`src/rtl/keypad_entry_ctrl.sv`:
```
// Key-sequencing controller behind the 4x4 matrix scanner: assembles a BCD code
// from decoded key events and hands it downstream on a valid/ready handshake.
module keypad_entry_ctrl #(
    parameter int         DIGITS   = 4,
    parameter int         TIME_OUT = 250_000_000,
    parameter logic [3:0] KEY_BS   = 4'hA,
    parameter logic [3:0] KEY_CLR  = 4'hB,
    parameter logic [3:0] KEY_ENT  = 4'hE
) (
    input  logic                  clk,
    input  logic                  rst,
    input  logic [3:0]            key_num,
    input  logic                  key_vld,
    output logic                  scan_en,
    output logic [4*DIGITS-1:0]   code_bcd,
    output logic [2:0]            code_len,
    output logic                  code_vld,
    input  logic                  code_rdy,
    output logic                  err,
    output logic                  timeout
);
    localparam int             CW      = 4 * DIGITS;
    localparam int             TW      = $clog2(TIME_OUT);
    localparam logic [2:0]     LEN_MAX = 3'(DIGITS);
    localparam logic [TW-1:0]  T_LAST  = TW'(TIME_OUT - 1);

    typedef enum logic [1:0] {IDLE, ENTRY, HOLD} state_t;

    state_t         state;
    logic [TW-1:0]  timer;
    logic           is_digit;

    // Function-key parameters take precedence should one ever be mapped onto 0-9.
    assign is_digit = (key_num <= 4'd9) && (key_num != KEY_BS) &&
                      (key_num != KEY_CLR) && (key_num != KEY_ENT);

    always_ff @(posedge clk) begin
        if (rst) begin
            state    <= IDLE;
            code_bcd <= '0;
            code_len <= '0;
            code_vld <= 1'b0;
            scan_en  <= 1'b1;
            err      <= 1'b0;
            timeout  <= 1'b0;
            timer    <= '0;
        end else begin
            err     <= 1'b0;
            timeout <= 1'b0;
            case (state)
                IDLE: begin
                    timer <= '0;
                    if (key_vld) begin
                        if (key_num == KEY_ENT) begin
                            err <= 1'b1;
                        end else if (is_digit) begin
                            code_bcd <= CW'(key_num);
                            code_len <= 3'd1;
                            state    <= ENTRY;
                        end
                    end
                end

                ENTRY: begin
                    if (key_vld) begin
                        // Any key, even an ignored one, restarts the idle timer.
                        timer <= '0;
                        if (key_num == KEY_ENT) begin
                            state    <= HOLD;
                            code_vld <= 1'b1;
                            scan_en  <= 1'b0;
                        end else if (key_num == KEY_BS) begin
                            code_bcd <= code_bcd >> 4;
                            code_len <= code_len - 3'd1;
                            if (code_len == 3'd1)
                                state <= IDLE;
                        end else if (key_num == KEY_CLR) begin
                            code_bcd <= '0;
                            code_len <= '0;
                            state    <= IDLE;
                        end else if (is_digit) begin
                            if (code_len == LEN_MAX) begin
                                err <= 1'b1;
                            end else begin
                                code_bcd <= (code_bcd << 4) | CW'(key_num);
                                code_len <= code_len + 3'd1;
                            end
                        end
                    end else if (timer == T_LAST) begin
                        code_bcd <= '0;
                        code_len <= '0;
                        timeout  <= 1'b1;
                        timer    <= '0;
                        state    <= IDLE;
                    end else begin
                        timer <= timer + 1'b1;
                    end
                end

                HOLD: begin
                    timer <= '0;
                    if (code_vld && code_rdy) begin
                        code_vld <= 1'b0;
                        scan_en  <= 1'b1;
                        code_bcd <= '0;
                        code_len <= '0;
                        state    <= IDLE;
                    end
                end

                default: state <= IDLE;
            endcase
        end
    end
endmodule
```
`config.mk`:
```
export PLATFORM = sky130hd
export DESIGN_NAME = keypad_entry_ctrl
export DESIGN_NICKNAME = d
export VERILOG_FILES = /design/src/rtl/keypad_entry_ctrl.sv
export SDC_FILE = /design/constraint.sdc
export NUM_CORES = 1
export LEC_CHECK = 0
export CORE_MARGIN = 5
export CORE_UTILIZATION = 45
export DETAILED_ROUTE_END_ITERATION = 16
export PLACE_DENSITY = 0.68
export SLEW_MARGIN = 20
export SYNTH_ARGS = -nofsm -noshare
export SYNTH_HDL_FRONTEND = slang
export SYNTH_SLANG_ARGS = --single-unit
```
`constraint.sdc`:
```
create_clock -name clk -period 2.4 [get_ports clk]
set_input_delay 0.48 -clock clk [delete_from_list [all_inputs] [get_ports clk]]
set_output_delay 0.48 -clock clk [all_outputs]
set_load 0.05 [all_outputs]
```
# Word level (Yosys, flattened, before mapping)
# Cells that the tools add are included.
[word_totals]
elab_cells = 106
reg_bits = 53
out_inout_bits = 23
input_bits = 8
[classes]
n_eq_ne = 23
n_bitwise = 2
n_mux = 56
order_cmp = 1
n_reduce_logical = 13
add_sub_neg = 3
[op_table]
columns = ["op", "count"]
rows = [
  ["16-bit 2-to-1 mux", 11],
  ["28-bit 2-to-1 mux", 2],
  ["28-bit one-hot mux with 2 select lines", 1],
  ["16-bit one-hot mux with 3 select lines", 1],
  ["3-bit 2-to-1 mux", 11],
  ["28-bit by 1-bit adder with 28-bit output, second input constant", 1],
  ["28-bit equality test, second input constant", 1],
  ["2-bit 2-to-1 mux", 10],
  ["5-bit != test, second input constant", 4],
  ["16-bit by 4-bit bitwise OR with 16-bit output", 1],
  ["1-bit 2-to-1 mux", 15],
  ["4-bit equality test, second input constant", 3],
  ["2-bit != test, second input constant", 6],
  ["4-bit != test, second input constant", 3],
  ["3-bit one-hot mux with 3 select lines", 1],
  ["9-bit AND reduction", 1],
  ["7-bit AND reduction", 1],
  ["3-bit != test, second input constant", 2],
  ["1-bit one-hot mux with 2 select lines", 3],
  ["2-bit one-hot mux with 3 select lines", 1],
  ["4-bit <= comparator, second input constant", 1],
  ["1-bit logical AND", 4],
  ["4-bit AND reduction", 1],
  ["2-bit nonzero test", 2],
  ["11 further kinds", 11],
]

# Longest topological paths before layout
[depth]
ltp_word = 10
mapped_depth = 8
mapped_depth_nobuf = 7

# Least setup slack after synthesis
# Ideal clock, no wire load.
[synth_timing]
path_type = "flip-flop to flip-flop"
start = "register code_len[0]"
end = "register code_bcd[6]"
period_less_slack_ps = 2458
path_buffers = 1
setup_time_ps = 69
arrival_ps = 2389
stages_incl_launch_ff = 9
t_required_ps = 2331
path_slack_ps = -58
path_cell_list = "dfxtp_1 -> inv_1 -> ha_1 -> nand2_1 -> nor3_1 -> or4_4 -> buf_6 -> or4_1 -> o21ai_1"
[synth_between]
elab_chain_len = 3
[synth_lines]
columns = ["item", "line_no", "rtl"]
rows = [
  ["start, declared", "16", "output logic [2:0] code_len,"],
  ["start signal, assigned", "74", "code_len <= code_len - 3'd1;"],
  ["start signal, assigned", "86", "code_len <= code_len + 3'd1;"],
  ["3-bit equality test", "82", "if (code_len == LEN_MAX) begin"],
  ["5-bit != test (no source line)", "-", ""],
  ["9-bit AND reduction (no source line)", "-", ""],
  ["end signal, assigned", "57", "code_bcd <= CW'(key_num);"],
  ["end signal, assigned", "73", "code_bcd <= code_bcd >> 4;"],
  ["end signal, assigned", "85", "code_bcd <= (code_bcd << 4) | CW'(key_num);"],
  ["end, declared", "15", "output logic [4*DIGITS-1:0] code_bcd,"],
]
# No other way between the ends.
# A chain may end at the register's enable or synchronous reset.

# Worst setup path in the final report
[layout_timing]
start = "input port key_num[2]"
end = "register code_bcd[10]"
[layout_between]
elab_chain_len = 6
word_cells_on_any_way = 21
cone_classes = "order compare: 1; eq/ne: 11; mux: 5; reduce/logical: 4"
[layout_lines]
columns = ["item", "line_no", "rtl"]
rows = [
  ["start, declared", "12", "input logic [3:0] key_num,"],
  ["4-bit <= comparator, or another cell as far along", "34", "assign is_digit = (key_num <= 4'd9) && (key_num != KEY_BS) &&"],
  ["1-bit logical AND / 16-bit 2-to-1 mux (equally long branches)", "34, 77", ""],
  ["1-bit logical AND / 16-bit 2-to-1 mux (equally long branches)", "34, 72", ""],
  ["1-bit logical AND / 16-bit 2-to-1 mux (equally long branches)", "35, 68", ""],
  ["5-bit != test (no source line), or another cell as far along", "-", ""],
  ["9-bit AND reduction (no source line) / 16-bit one-hot mux with 3 select lines (equally long branches)", "-", ""],
]
# Several ways; a longest one is shown, not always the timed one. The select of a mux whose other input is x is not followed.

==> flow_summary.yaml <==
run_status:
  status: "completed"
logic_synthesis:
  synth_top_family_by_area: "simple AND/OR/NAND/NOR gates"
  yosys.area.top_type: "dfxtp_1"
  ys_warn_count: 0
  synth_area_leaders: "dfxtp_1 (36%), a21oi_1 (5.2%), nand2b_1 (4.2%)"
  netlist_area_mm2: 0.002972
  yosysTopAreaCellShare: 0.3571
  synth_cell_types: 54
  synth_ff_type: "dfxtp_1"
  yosys.cell_count.top_type: "dfxtp_1"
  synthesis.nets: 386
  ys_ff_latch: 53
  synth_edf_count: 0
  syn_inst: 369
  synth-xor-area-share: 0.04126
  yosys.area_share.simple: 0.3394
  yosys-top-cells-count: "dfxtp_1 (53), a21oi_1 (31), nor2_1 (28)"
  synth-compound-area-share: 0.1739
  yosys.area_share.adder: 0.03789
  async_flop_share: 0
  avgSynthCellArea_um2: 8.053
  synth_seq_area_share: 0.3571
  synthMuxAreaShare: 0.006737
flow_run:
  cap_viol_max_count: 0
detailed_routing:
  drt_wl_total_um: 7512
  post-route-drc-count: 0
  num_vias: 2884
  drt_iter0_markers: 193
  ant_nets: 0
  drt-pass1-iter-count: 5
  wl_per_cell_um: 15.11
  viasPerCell: 5.803
die:
  dieArea_mm2: 0.008328
  die_height_um: 91.26
  die_x_um: 91.26
  io_pins: 31
  row_count: 29
  core_area_mm2: 0.006386
  start_util: 0.4653
clocking:
  cts_root_buf: "clkbuf_8"
  clkLatencyLatePin_ns: 0.31
  cts.clk_slew.worst_paths_ns: 0.10
  ctsHoldBuffers: 0
  numClockSinks: 53
  cts_tree: "yes"
  ctsHtreeMaxLevel: 2
  cts_buffer_depth: 2
  numCtsBuffers: 5
critical_path:
  cpLargestDelayFamily: "simple AND/OR/NAND/NOR gates"
  cp.arrival_ns: 2.45
  required_ns: 2.64
  critPathKind: "primary input to flop"
  critPathLaunchType: "primary input"
  path_cells: "clkdlybuf4s50_1 -> and3b_1 -> nor3_1 -> or4_4 -> or4_1 -> o21ai_0"
  path_buf_inv: 1
  end_kind: "flop"
  cpMaxStageDelayCell: "or4_4"
  slowest_delay_ns: 0.61
  worst-path-max-fanout: 12
placed_design:
  dp_slack_ns: -0.1211
  numPortBuffers: 30
  gp_congestion: 0.9289
  placed_area_mm2: 0.003547
  place_hpwl_um: 5338
power_and_ir_drop:
  powerDensity_mw_per_mm2: 612.0
  sw_frac_of_total: 0.3367
  switchingPower_mw: 0.7586
  leakagePower_nw: 1.285
  p_comb_frac: 0.300
  intPower_mw: 1.494
  p_seq_frac: 0.423
  clkPwrFrac: 0.278
  vdd_drop_max_mv: 0.4556
  power.total_mw: 2.253
sta:
  setup_viol: 0
  hold_viol_final: 0
  slew_headroom: 0.5633
  min_period_over_period: 0.9221
  finClkSkew_ns: 0.008723
  holdWs_ns: 0.4801
  worst_pin_slew_ns: 0.6490
  maxSlewViolCount: 0
  period_needed_ns: 2.213
  fin_ws_ns: 0.1869
  rsz0062_at_grt: "false"
  clock.fmax_mhz: 451.8
global_routing:
  grt_pass1_vias: 2698
  grt.total_usage: 0.1804
  grt.overflow.total: 0
  grt_pass1_wl_um: 12710
  grt_max_degree: 23
  antenna_found_initial: 0
final_layout:
  fin_area_mm2: 0.003681
  fin_nets: 436
  diodes: 0
  drive_above_1_share: 0.1143
  syn_to_final_growth_pct: 23.87
worst_hold_path:
  hp-class: "flop to flop"
-- power groups by stage --
stage	Sequential (mW)	Clock (mW)	Combinational, mW
after floorplan	1.05	0	0.336
after global placement	0.971	0	0.660
after detailed placement	0.971	0	0.664
after CTS	0.951	0.647	0.668
after global routing	0.959	0.669	0.731
final	0.952	0.626	0.675
-- metrics by stage --
stage               instances  utilization  TNS, ns
CTS                       495       0.5741        0
global route              497       0.5764        0
finish                    497       0.5764        0
detailed placement        487       0.5554   -1.463
floorplan                 369            -        0
global placement          487       0.5554  -0.7269
-- worst min-delay path: stages, from the launching register on --
cell and delay (ns):
dfxtp_1 0.32, inv_1 0.04, o21ai_0 0.07
-- final timing paths --
| check | start | end | slack, ns | depth (start not counted) |
|---|---|---|---|---|
| setup / recovery | key_num[2] | code_bcd[10] | 0.19 | 6 |
| hold / removal | scan_en | scan_en | 0.48 | 2 |
| setup reg to reg | state[1] | code_bcd[10] | 0.19 | 7 |
| hold reg to reg | scan_en | scan_en | 0.48 | 2 |
-- layout by cell type, fill, tap and decap left out, drive strengths merged, types with 3 or more instances in the layout --
cell type       n
ha              9
nand4b          3
inv             9
o31ai           3
or3             5
nor4            9
xor2            6
nor2           28
nand3b          4
a21o            3
nand2b         20
xnor2           8
a31oi           6
nor3b           9
and2            3
nor4b           3
a21oi          31
buf            35
nor3            9
dfxtp          53
clkbuf          5
nand2          27
or4            11
nand3          10
and3            3
nor2b           5
clkdlybuf4s50  30
a211o           3
nand4          17
o21ai          26
-- metal layers --
layer / routed length, µm / part of all wire / GRT usage / up-vias
met4: 177 / 0.024 / 0.07824 / 0
met2: 3346 / 0.45 / 0.2819 / 95
li1: - / - / - / 1444
met3: 382 / 0.051 / 0.02893 / 19
met1: 3605 / 0.48 / 0.2454 / 1326
met5: 0 / 0 / 0 / -
-- state kept, by name, indices dropped and copies added (netlist names) --
signal	count
timer	28
code_bcd	16
code_len	3
state	2
code_vld	1
err	1
scan_en	1
timeout	1
-- cells by family after synthesis --
logic type	count (synthesis)
flip-flops	53
AO/OA/AOI/OAI	87
buffers and inverters	31
AND/OR/NAND/NOR	173
adder cells (fa/ha/maj)	9
multiplexers	2
XOR/XNOR	14
-- cell type report --
cell class              instances  area [µm²]
fillers                       612        2705
multi-input cells             285        1784
inverters                       9       33.78
flip-flops and latches         53        1064
clock buffers                   5       68.82
well taps                      77       96.34
clock inverters                 3       46.29
repair buffers                 65       588.1
-- repair_timing --
action                                  4_1_cts  5_1_grt
pin swaps                                     0        1
endpoints found under the setup margin       14        1
resized for setup                             1        1
endpoints found under the hold margin         0        0
setup buffers                                 0        2
(Power assumes the default switching activity.)
